$ cat src/rtl/ula_controller.sv
// ula_controller: command sequencer for the ULA datapath (add/sub, AND, OR and,
// optionally, multi-cycle shift-and-add multiply).
// Handles one operation at a time: a command is accepted on the cmd valid/ready
// handshake, and its result is held until the rsp valid/ready handshake completes.
//
// Optional feature macro: ULA_MUL_EN. When it is defined, op 100 runs an unsigned
// multiply that takes WIDTH cycles. When it is undefined, there is no MUL state and
// no counter, and op 100 is reported as an illegal op.
//
// Ports:
//   clk, rst_n               clock and asynchronous active-low reset
//   cmd_valid / cmd_ready    command handshake (cmd_ready is high only in IDLE)
//   cmd_op, cmd_a, cmd_b     opcode and operands
//   rsp_valid / rsp_ready    response handshake
//   rsp_result, rsp_hi       result (low half), MUL high half (0 for other ops)
//   rsp_cout                 ADD carry-out / SUB no-borrow
//   rsp_err                  illegal op
module ula_controller #(
  parameter int unsigned WIDTH = 8
) (
  input  logic             clk,
  input  logic             rst_n,
  input  logic             cmd_valid,
  output logic             cmd_ready,
  input  logic [2:0]       cmd_op,
  input  logic [WIDTH-1:0] cmd_a,
  input  logic [WIDTH-1:0] cmd_b,
  output logic             rsp_valid,
  input  logic             rsp_ready,
  output logic [WIDTH-1:0] rsp_result,
  output logic [WIDTH-1:0] rsp_hi,
  output logic             rsp_cout,
  output logic             rsp_err
);

  localparam logic [2:0] OP_ADD = 3'b000;
  localparam logic [2:0] OP_SUB = 3'b001;
  localparam logic [2:0] OP_AND = 3'b010;
  localparam logic [2:0] OP_OR  = 3'b011;

  typedef enum logic [1:0] {
    IDLE = 2'd0,
    EXEC = 2'd1,
`ifdef ULA_MUL_EN
    MUL  = 2'd2,
`endif
    DONE = 2'd3
  } state_t;

  state_t           state, state_nx;
  logic [2:0]       op_r;
  logic [WIDTH-1:0] a_r, b_r;
  logic             accept;

  // Shared ULA adder operands
  logic [WIDTH-1:0] add_x, add_y;
  logic             add_cin;
  logic [WIDTH:0]   sum;

`ifdef ULA_MUL_EN
  localparam logic [2:0]  OP_MUL = 3'b100;
  localparam int unsigned CW     = $clog2(WIDTH);
  logic [CW-1:0]          cnt;
  logic [2*WIDTH-1:0]     acc, acc_nx;
`endif

  assign accept = cmd_valid & cmd_ready;

  // Adder operand select: a +/- b in EXEC, accumulator-high + multiplicand in MUL
  always_comb begin
    add_x   = a_r;
    add_y   = b_r;
    add_cin = 1'b0;
    if (op_r == OP_SUB) begin
      add_y   = ~b_r;
      add_cin = 1'b1;
    end
`ifdef ULA_MUL_EN
    if (state == MUL) begin
      add_x   = acc[2*WIDTH-1:WIDTH];
      add_y   = a_r;
      add_cin = 1'b0;
    end
`endif
  end

  assign sum = {1'b0, add_x} + {1'b0, add_y} + (WIDTH+1)'(add_cin);

`ifdef ULA_MUL_EN
  // One shift-and-add step; the carry of the add becomes the new MSB
  always_comb begin
    acc_nx = {1'b0, acc[2*WIDTH-1:1]};
    if (acc[0]) acc_nx = {sum, acc[WIDTH-1:1]};
  end
`endif

  // State register
  always_ff @(posedge clk or negedge rst_n) begin
    if (!rst_n) state <= IDLE;
    else        state <= state_nx;
  end

  // Next-state logic
  always_comb begin
    state_nx = state;
    case (state)
      IDLE: begin
        if (accept) begin
          state_nx = EXEC;
`ifdef ULA_MUL_EN
          if (cmd_op == OP_MUL) state_nx = MUL;
`endif
        end
      end
      EXEC: state_nx = DONE;
`ifdef ULA_MUL_EN
      MUL:  if (cnt == CW'(WIDTH-1)) state_nx = DONE;
`endif
      DONE: if (rsp_ready) state_nx = IDLE;
      default: state_nx = IDLE;
    endcase
  end

  // Registered handshakes, operand capture and result registers
  always_ff @(posedge clk or negedge rst_n) begin
    if (!rst_n) begin
      cmd_ready  <= 1'b0;
      rsp_valid  <= 1'b0;
      op_r       <= 3'b000;
      a_r        <= '0;
      b_r        <= '0;
      rsp_result <= '0;
      rsp_hi     <= '0;
      rsp_cout   <= 1'b0;
      rsp_err    <= 1'b0;
`ifdef ULA_MUL_EN
      cnt        <= '0;
      acc        <= '0;
`endif
    end else begin
      cmd_ready <= (state_nx == IDLE);
      rsp_valid <= (state_nx == DONE);
      if (accept) begin
        op_r <= cmd_op;
        a_r  <= cmd_a;
        b_r  <= cmd_b;
`ifdef ULA_MUL_EN
        cnt  <= '0;
        acc  <= {WIDTH'(0), cmd_b};
`endif
      end
      if (state == EXEC) begin
        rsp_hi   <= '0;
        rsp_err  <= 1'b0;
        rsp_cout <= 1'b0;
        case (op_r)
          OP_ADD, OP_SUB: begin
            rsp_result <= sum[WIDTH-1:0];
            rsp_cout   <= sum[WIDTH];
          end
          OP_AND:  rsp_result <= a_r & b_r;
          OP_OR:   rsp_result <= a_r | b_r;
          default: begin
            rsp_result <= '0;
            rsp_err    <= 1'b1;
          end
        endcase
      end
`ifdef ULA_MUL_EN
      if (state == MUL) begin
        acc <= acc_nx;
        cnt <= cnt + CW'(1);
        if (cnt == CW'(WIDTH-1)) begin
          rsp_result <= acc_nx[WIDTH-1:0];
          rsp_hi     <= acc_nx[2*WIDTH-1:WIDTH];
          rsp_cout   <= 1'b0;
          rsp_err    <= 1'b0;
        end
      end
`endif
    end
  end

endmodule

$ cat config.mk
export PLATFORM = sky130hd
export DESIGN_NAME = ula_controller
export DESIGN_NICKNAME = d
export VERILOG_FILES = /design/src/rtl/ula_controller.sv
export SDC_FILE = /design/constraint.sdc
export NUM_CORES = 1
export LEC_CHECK = 0
export CORE_ASPECT_RATIO = 1.75
export CORE_UTILIZATION = 54
export DETAILED_ROUTE_END_ITERATION = 16
export GPL_TIMING_DRIVEN = 0
export PLACE_DENSITY = 0.85
export SYNTH_ARGS = -nofsm -noshare
export SYNTH_HDL_FRONTEND = slang
export SYNTH_SLANG_ARGS = --single-unit
$ cat constraint.sdc
create_clock -name clk -period 7.1 [get_ports clk]
set_clock_uncertainty 0.15 [all_clocks]
set_input_delay 0.71 -clock clk [delete_from_list [all_inputs] [get_ports clk]]
set_output_delay 0.71 -clock clk [all_outputs]
set_load 0.005 [all_outputs]
==> reports/results.ini, run 1 <==
[routing]
first_pass_iters = 4
drc_errors = 0
wl_per_cell_um = 13.8
detail-route-antenna-nets = 0
vias = 1428
wl_mm = 3.69
first_iter_violations = 42
post_drt_via_cell_ratio = 5.33

[global_routing]
antenna_found_initial = 0
grt_max_degree = 34
grt_pass1_vias = 1351
grt_pass1_wl_mm = 6.07
use_met3_pct = 5.43
gr-usage-met1_pct = 25.5
overflow = 0
met2_usage_pct = 40.0
grt.busiest_layer = met2
grt_usage_pct = 23.3

[clocking]
cts_tree = built
ctsHoldBuffers = 0
cts.htree.levels = 2
cts_setup_buffers = 0
insertion_delay_ns = 0.28
path_clk_slew_ns = 0.06
cts_root_buffer = clkbuf_8
cts_buffers = 5
cts.path.max_buffers = 2
cts_resized = 0
cts_sinks = 33

[placed_design]
place_area_um2 = 2300
dp_hpwl_mm = 2.73
port_buffers = 34
place.gp.congestion = 0.865
preCtsSetupSlack_ns = 4.50

[final_layout]
fillers = 268
final_layout_size_suffix_gt1_share_pct = 17.0
multiInputGateArea_um2 = 970
n_antenna_cell = 0
nets = 257
syn_to_final_growth_pct = 26.8
seqCellArea_um2 = 826
mostFrequentLayoutCells = dfrtp_1, clkdlybuf4s50_1, mux2_2, nand2_1, a21oi_1
fin_area_um2 = 2380

[yosys]
synth_top_area_share_pct = 44.0
synthAdderAreaFrac_pct = 9.33
syn_avg_cell_area_um2 = 10.7
syn_inst = 175
ys_seq_area_share_pct = 44.0
synth_compound_area_share_pct = 14.0
synth_edf_count = 0
yosysWarnings = 0
yosys.area_share.simple_pct = 9.13
synthTopCellsByArea = dfrtp_1, mux2_2, ha_1
post-synth-top-area-cell = dfrtp_1
syn_area_um2 = 1880
ys_types = 37
synthMuxAreaShare_pct = 12.5
synth_top_family_by_area = compound AO/OA/AOI/OAI gates
synthArstFlopShare_pct = 100
ys_ff_latch = 33
synth_xor_area_share_pct = 5.13
synth_ff_type = dfrtp_1

[status]
status = completed

[sta]
tightest_slew_ns = 0.704
finalSetupTns_ns = 0
post-route-period-util_pct = 37.3
fin_ws_ns = 4.45
fin_crit_ns = 2.65
fmax_ghz = 0.378
hold_viol = 0
rsz0062_at_grt = false
relSlewSlack_pct = 53.0
drv_slew = 0
setup_viol_count_final = 0

[power]
switchingPower_uw = 516
pwr_density_cell_nw_per_um2 = 520
ir_drop_uv = 347
p_int_uw = 722
combPwrFrac_pct = 59.4
leakage_uw = 0.00106
pwr-share-clk_pct = 11.2
p_total_uw = 1240
switching_share_pct = 41.7
seqPwrFrac_pct = 29.4

[die]
die_h_um = 80.0
boundaryPins = 43
dieArea_um2 = 3730
initial_utilization_pct = 55.8
die_w_um = 46.6
row_count = 28
core-area_um2 = 3360

[worst_setup_path]
endpoint_kind = register
setup.worst_path.class = register to register
cp-start-kind = register
cp_max_fo = 9
worstPathArrival_ns = 2.67
worstPathRequired_ns = 7.12

[hold_path]
min_path_type = input port to async pin

[run]
cap_violations = 0

routing by layer:
| metal | up-vias | wire length [um] | part of all wire (%) |
|---|---|---|---|
| met5 | - | 0 | 0 |
| met3 | 6 | 140 | 3.8 |
| li1 | 702 | - | - |
| met1 | 679 | 1420 | 39 |
| met4 | 0 | 75 | 2.0 |
| met2 | 41 | 2050 | 56 |
critical path: stages, from the launching register on:
cell and delay [ns]:
dfrtp_1 0.49, nor3b_2 0.22, buf_6 0.18, xor2_1 0.11, fa_1 0.46, a21o_1 0.18, a21oi_1 0.21, o21ai_0 0.18
a211oi_1 0.27, o31ai_1 0.09
logic make-up after synthesis:
logic type,count (synthesis)
DFF,33
and+or+nand+nor,36
muxes,21
AOI/OAI and AO/OA,40
adders and majority gates,14
other,1
xor gates and xnor gates,11
buffers and inverters,19
power groups by stage:
| stage | Sequential, uW | Combinational (uW) | Clock (uW) |
|---|---|---|---|
| global placement | 361 | 700 | 0 |
| CTS | 363 | 734 | 142 |
| detailed placement | 366 | 720 | 0 |
| floorplan | 348 | 542 | 0 |
| finish | 365 | 735 | 138 |
| global route | 376 | 819 | 150 |
metrics by stage:
step	utilization, %	instances	hold WS (ns)
after floorplan	-	182	0.264
after global placement	68.4	261	0.309
after detailed placement	68.3	261	0.316
after CTS	70.8	268	0.331
after global routing	70.8	268	0.356
final	70.8	268	0.318
area by class of cell:
type,count,area share [%]
Sequential cell,33,34.7
Timing Repair Buffer,34,14.1
Inverter,4,0.630
Clock buffer,7,3.62
Buffer,15,3.94
Multi-Input combinational cell,130,40.7
Tap cell,45,2.36
synth_stat cells, drive strengths merged (2+ instances only):
library cell	count
dfrtp	33
mux2	19
nand2	13
a21oi	11
ha	10
nor2	10
o21ai	10
buf	9
xor2	9
clkbuf	6
o31ai	5
inv	4
maj3	3
nor4	3
o21a	3
a21boi	2
a21o	2
a31oi	2
mux2i	2
nand2b	2
nor3	2
nor3b	2
xnor2	2
final timing paths:
check	start	endpoint	slack (ns)	cells past startpoint
setup reg to reg	op_r[2]	rsp_cout	4.45	9
max in group asynchronous	rst_n	state[1]	6.02	1
setup / recovery	op_r[2]	rsp_cout	4.45	9
hold / removal	rst_n	rsp_valid	0.32	1
hold reg to reg	rsp_cout	rsp_cout	0.33	2
min in group clk	rsp_cout	rsp_cout	0.33	2
sequential cells by signal, summed over array words and instances (netlist names):
| name | cells |
|---|---|
| a_r | 8 |
| b_r | 8 |
| cmd_ready | 1 |
| op_r | 3 |
| rsp_cout | 1 |
| rsp_err | 1 |
| rsp_result | 8 |
| rsp_valid | 1 |
| state | 2 |
(Power assumes the default switching activity.)
==> run 2: changes to the inputs <==
- CORE_UTILIZATION: 54 -> 45
- PLACE_DENSITY: 0.85 -> 0.76
- clock period: 7.1 -> 2.2 ns (I/O delays scaled with it)
==> run 2 against run 1 <==
The flow now finishes with violations (setup timing). Highest routed layer unchanged. Cell area is 8.2% higher. Cell count is 5.2% higher. Sequential share of layout area is 2.6 points lower. First-iteration DRC count is 40% lower. Largest cell class unchanged. Maximum frequency is 14% higher. Sequential power grew to 3.2 times the previous value. Critical endpoint unchanged. Critical path depth stayed put. Non-clock buffer count is 11 higher.
==> reports/results.ini, run 2 (same netlist as run 1, synthesis figures left out) <==
[placed_design]
place.gp.congestion = 0.822
port_buffers = 34
dp_hpwl_mm = 2.84
place_area_um2 = 2310
preCtsSetupSlack_ns = -0.297

[routing]
route.met3.wl_um = 118
route.met2.wl_mm = 2.31
top_layer = met4
wl_mm = 4.05
wl_met1_mm = 1.47
vias = 1492
first_pass_iters = 5
detail-route-antenna-nets = 0
post_drt_via_cell_ratio = 5.29
first_iter_violations = 25
wl_per_cell_um = 14.4
drc_errors = 0

[die]
die_w_um = 50.8
initial_utilization_pct = 47.7
boundaryPins = 43
dieArea_um2 = 4450
die_h_um = 87.5
core-area_um2 = 3940
row_count = 30

[final_layout]
mostFrequentLayoutCells = clkdlybuf4s50_1, dfrtp_1, mux2_2, buf_4, nand2_1
top_regs = a_r x8, b_r x8, rsp_result x8
fillers = 323
seqCellArea_um2 = 827
syn_to_final_growth_pct = 37.2
final_layout_size_suffix_gt1_share_pct = 26.9
multiInputGateArea_um2 = 1070
nets = 268
postLayoutCoreUtil_pct = 65.4
n_antenna_cell = 0
final_common_cell = clkdlybuf4s50_1
fin_area_um2 = 2580

[global_routing]
grt_pass1_vias = 1500
antenna_found_initial = 0
overflow = 0
grt_max_degree = 34
grt_pass1_wl_mm = 6.47
grt_usage_pct = 20.0

[worst_setup_path]
r2r_start = op_r[1]
setup.worst_path.class = register to register
worstPathArrival_ns = 2.34
crit_family = compound AO/OA/AOI/OAI gates
cp_cell_sequence = nor3b_2, buf_6, xor2_4, fa_2, a21o_1, a21oi_2, o21ai_2, a211oi_2, o31ai_1
cp_max_fo = 8
worstPathRequired_ns = 2.22
endpoint_kind = register
cp-startpoint = op_r[1]
worst_path_max_delay_cell = dfrtp_1
critical_path_buf_inv_count = 1
worst_path_largest_cell_delay_ns = 0.39
cp-start-kind = register

[sta]
post-route-period-util_pct = 106
tightest_slew_ns = 0.729
finalSetupTns_ns = -0.445
relSlewSlack_pct = 51.4
fmax_ghz = 0.431
rsz0062_at_grt = true
setup_viol_count_final = 5
hold_viol = 0
fin_crit_ns = 2.32
drv_slew = 0
fin_ws_ns = -0.123

[clocking]
cts_root_buffer = clkbuf_8
cts_buffers = 5
path_clk_slew_ns = 0.06
cts.path.max_buffers = 2
insertion_delay_ns = 0.28
cts_tree = built
cts_sinks = 33
cts.htree.levels = 2

[status]
status = complete, but fails checks
violations = setup timing

[hold_path]
min-delay-start = rsp_result[1]
min_path_type = register to register

[power]
switchingPower_uw = 1990
p_total_uw = 4700
leakage_uw = 0.00112
pwr_density_cell_nw_per_um2 = 1820
seqPwrFrac_pct = 24.9
switching_share_pct = 42.5
ir_drop_uv = 1220
p_int_uw = 2700
combPwrFrac_pct = 65.5
pwr-share-clk_pct = 9.6

[run]
cap_violations = 0

## run 2: what timing repair did
item                                   CTS  global route
endpoints found under the hold margin   33             0
pin swaps                                9             4
setup buffers                            9             1
setup endpoints to repair                6             7
hold buffers                             1             0
resized for setup                       10             8
## run 2: cell type report
cell class / count / area share, %
Clock buffer: 7 / 3.35
Timing Repair Buffer: 45 / 16.3
Sequential cell: 33 / 32.1
Inverter: 4 / 0.583
Multi-Input combinational cell: 130 / 41.7
Buffer: 15 / 3.64
Tap cell: 48 / 2.33
## run 2: metrics by stage
step,hold WS [ns],cells
after CTS,0.328,281
after detailed placement,0.168,264
after global routing,0.348,282
after floorplan,-0.226,182
final,0.326,282
after global placement,0.310,264
## run 2: metal layers
metal  vias to the layer above  track usage, %
li1                        721               -
met1                       717            18.6
met2                        41            38.4
met3                        13            4.36
met4                         0            11.4
met5                         -               0
## run 2: path summary, 6_finish.rpt
check	cells past startpoint	end	slack, ns
max in group asynchronous	2	op_r[2]	1.01
setup reg to reg	9	rsp_cout	-0.12
min in group asynchronous	2	b_r[4]	0.38
setup / recovery	9	rsp_cout	-0.12
hold reg to reg	2	rsp_result[1]	0.33
hold / removal	2	rsp_result[1]	0.33
## run 2: power by group through the flow
stage / registers [uW] / logic [uW] / clock network (uW)
floorplan: 1130 / 1790 / 0
global placement: 1170 / 2330 / 0
detailed placement: 1190 / 2400 / 0
CTS: 1160 / 2840 / 460
global route: 1220 / 3320 / 481
finish: 1170 / 3080 / 449
## run 2: tightest hold or removal path, cell delays in order (launching register included)
cell and delay (ns):
dfrtp_1 0.34, nand2_1 0.05, o31ai_1 0.05
==> run 3: changes to the inputs <==
- CORE_UTILIZATION: 45 -> 54
- PLACE_DENSITY: 0.76 -> 0.85
- clock period: 2.2 -> 2.95 ns (I/O delays scaled with it)
==> run 3 against run 2 <==
The run now ends clean. Worst setup slack gained 0.43 ns. Wire length shrank 8.9%. Hold slack gained 0.00094 ns. Non-clock buffer count shrank 10. Global-route usage grew 3.3 points. Combinational power shrank 43%. Highest routed layer unchanged. Die area shrank 16%. Total power shrank 37%. Maximum frequency shrank 12%. Clock power shrank 26%.
==> reports/results.ini, run 3 (same netlist as run 1, synthesis figures left out) <==
[final_layout]
top_regs = a_r x8, b_r x8, rsp_result x8
seqCellArea_um2 = 826
postLayoutCoreUtil_pct = 71.1
fillers = 267
multiInputGateArea_um2 = 970
mostFrequentLayoutCells = dfrtp_1, clkdlybuf4s50_1, mux2_2, nand2_1, a21oi_1
fin_area_um2 = 2390
nets = 258
n_antenna_cell = 0
final_layout_size_suffix_gt1_share_pct = 17.0
syn_to_final_growth_pct = 27.4

[placed_design]
port_buffers = 34
dp_hpwl_mm = 2.73
place.gp.congestion = 0.865
place_area_um2 = 2300

[die]
die_h_um = 80.0
initial_utilization_pct = 55.8
die_w_um = 46.6
dieArea_um2 = 3730
boundaryPins = 43
row_count = 28
core-area_um2 = 3360

[worst_setup_path]
worst_path_max_delay_cell = dfrtp_1
worstPathRequired_ns = 2.97
worst_path_largest_cell_delay_ns = 0.48
rrSetupSlack_ns = 0.31
endpoint_kind = register
rr_endpoint = rsp_cout
reg2reg_depth = 9
cp-start-kind = register
worstPathArrival_ns = 2.66
setup.worst_path.class = register to register
r2r_start = op_r[2]
cp_max_fo = 9
cp_cell_sequence = nor3b_2, buf_6, xor2_1, fa_1, a21o_1, a21oi_1, o21ai_0, a211oi_1, o31ai_1

[sta]
tightest_slew_ns = 0.703
rsz0062_at_grt = false
fin_crit_ns = 2.64
fmax_ghz = 0.379
finalSetupTns_ns = 0
drv_slew = 0
hold_slack_ns = 0.327
post-route-period-util_pct = 89.4
relSlewSlack_pct = 53.2
hold_viol = 0
setup_viol_count_final = 0

[global_routing]
antenna_found_initial = 0
grt_pass1_wl_mm = 6.07
grt_pass1_vias = 1358
grt_usage_pct = 23.3
grt_max_degree = 34
overflow = 0

[routing]
wl_per_cell_um = 13.7
first_iter_violations = 42
vias = 1438
drc_errors = 0
post_drt_via_cell_ratio = 5.35
wl_mm = 3.69
detail-route-antenna-nets = 0
first_pass_iters = 4

[clocking]
cts_tree = built
cts_buffers = 5
cts.htree.levels = 2
cts_sinks = 33
cts_root_buffer = clkbuf_8
path_clk_slew_ns = 0.06
cts.path.max_buffers = 2
insertion_delay_ns = 0.28
cts_resized = 0

[run]
cap_violations = 0

[power]
leakage_uw = 0.00107
ir_drop_uv = 833
pwr_density_cell_nw_per_um2 = 1240

[status]
status = completed

[hold_path]
min-delay-start = rsp_cout
holdPathEnd = rsp_cout
min_path_type = register to register
holdPathStages = 2

[run 3: cell count changes in the layout (fill, tap and decap cells not counted), moves of 2 or more]
cell	delta
xor2_2	-2
xor2_1	+3
o21ai_1	-3
buf_4	-10
o21ai_0	+5
[run 3: worst max-delay path by stage]
stage	slack (ns)	depth (start not counted)	end	from
4_1_cts	0.34	9	rsp_cout	op_r[2]
3_3_place_gp	0.37	9	rsp_cout	op_r[2]
5_1_grt	0.15	9	rsp_cout	op_r[2]
6_report	0.31	9	rsp_cout	op_r[2]
2_1_floorplan	0.57	9	rsp_cout	op_r[2]
3_5_place_dp	0.35	9	rsp_cout	op_r[2]
[run 3: stage by stage]
step / power [uW] / cells / setup slack [ns]
2_1_floorplan: 2140 / 182 / 0.574
3_3_place_gp: 2550 / 261 / 0.369
3_5_place_dp: 2610 / 261 / 0.350
4_1_cts: 2980 / 269 / 0.338
5_1_grt: 3240 / 269 / 0.149
6_report: 2980 / 269 / 0.312
[run 3: routing by layer]
| layer | vias up | wire [um] | track usage, % |
|---|---|---|---|
| met5 | - | 0 | 0 |
| met1 | 680 | 1420 | 25.5 |
| met3 | 6 | 132 | 5.43 |
| met4 | 0 | 75 | 10.3 |
| met2 | 45 | 2060 | 40.0 |
| li1 | 707 | - | - |
[run 3: critical path: cells and delay by family, from the launching register on]
| family | cells | cell delay (ns) |
|---|---|---|
| fa+ha+maj | 1 | 0.46 |
| xor+xnor | 1 | 0.11 |
| flops | 1 | 0.48 |
| buf+inv | 1 | 0.19 |
| simple gates | 1 | 0.21 |
| compound gates | 5 | 0.93 |
[run 3: power by group]
group / switching (uW) / internal [uW] / total, uW
Sequential: 201 / 674 / 875
Clock: 147 / 185 / 332
Combinational: 890 / 881 / 1770
Total: 1240 / 1740 / 2980
[run 3: final cells by class]
type	count	area share, %
timing repair buffer	35	14.4
multi-input combinational	130	40.5
sequential	33	34.5
clock buffer	7	3.61
inverter	4	0.628
tap	45	2.35
buffer	15	3.92
[run 3: what timing repair did]
item,CTS,global route
hold buffers,1,0
endpoints found under the hold margin,33,0
buffers inserted,0,0
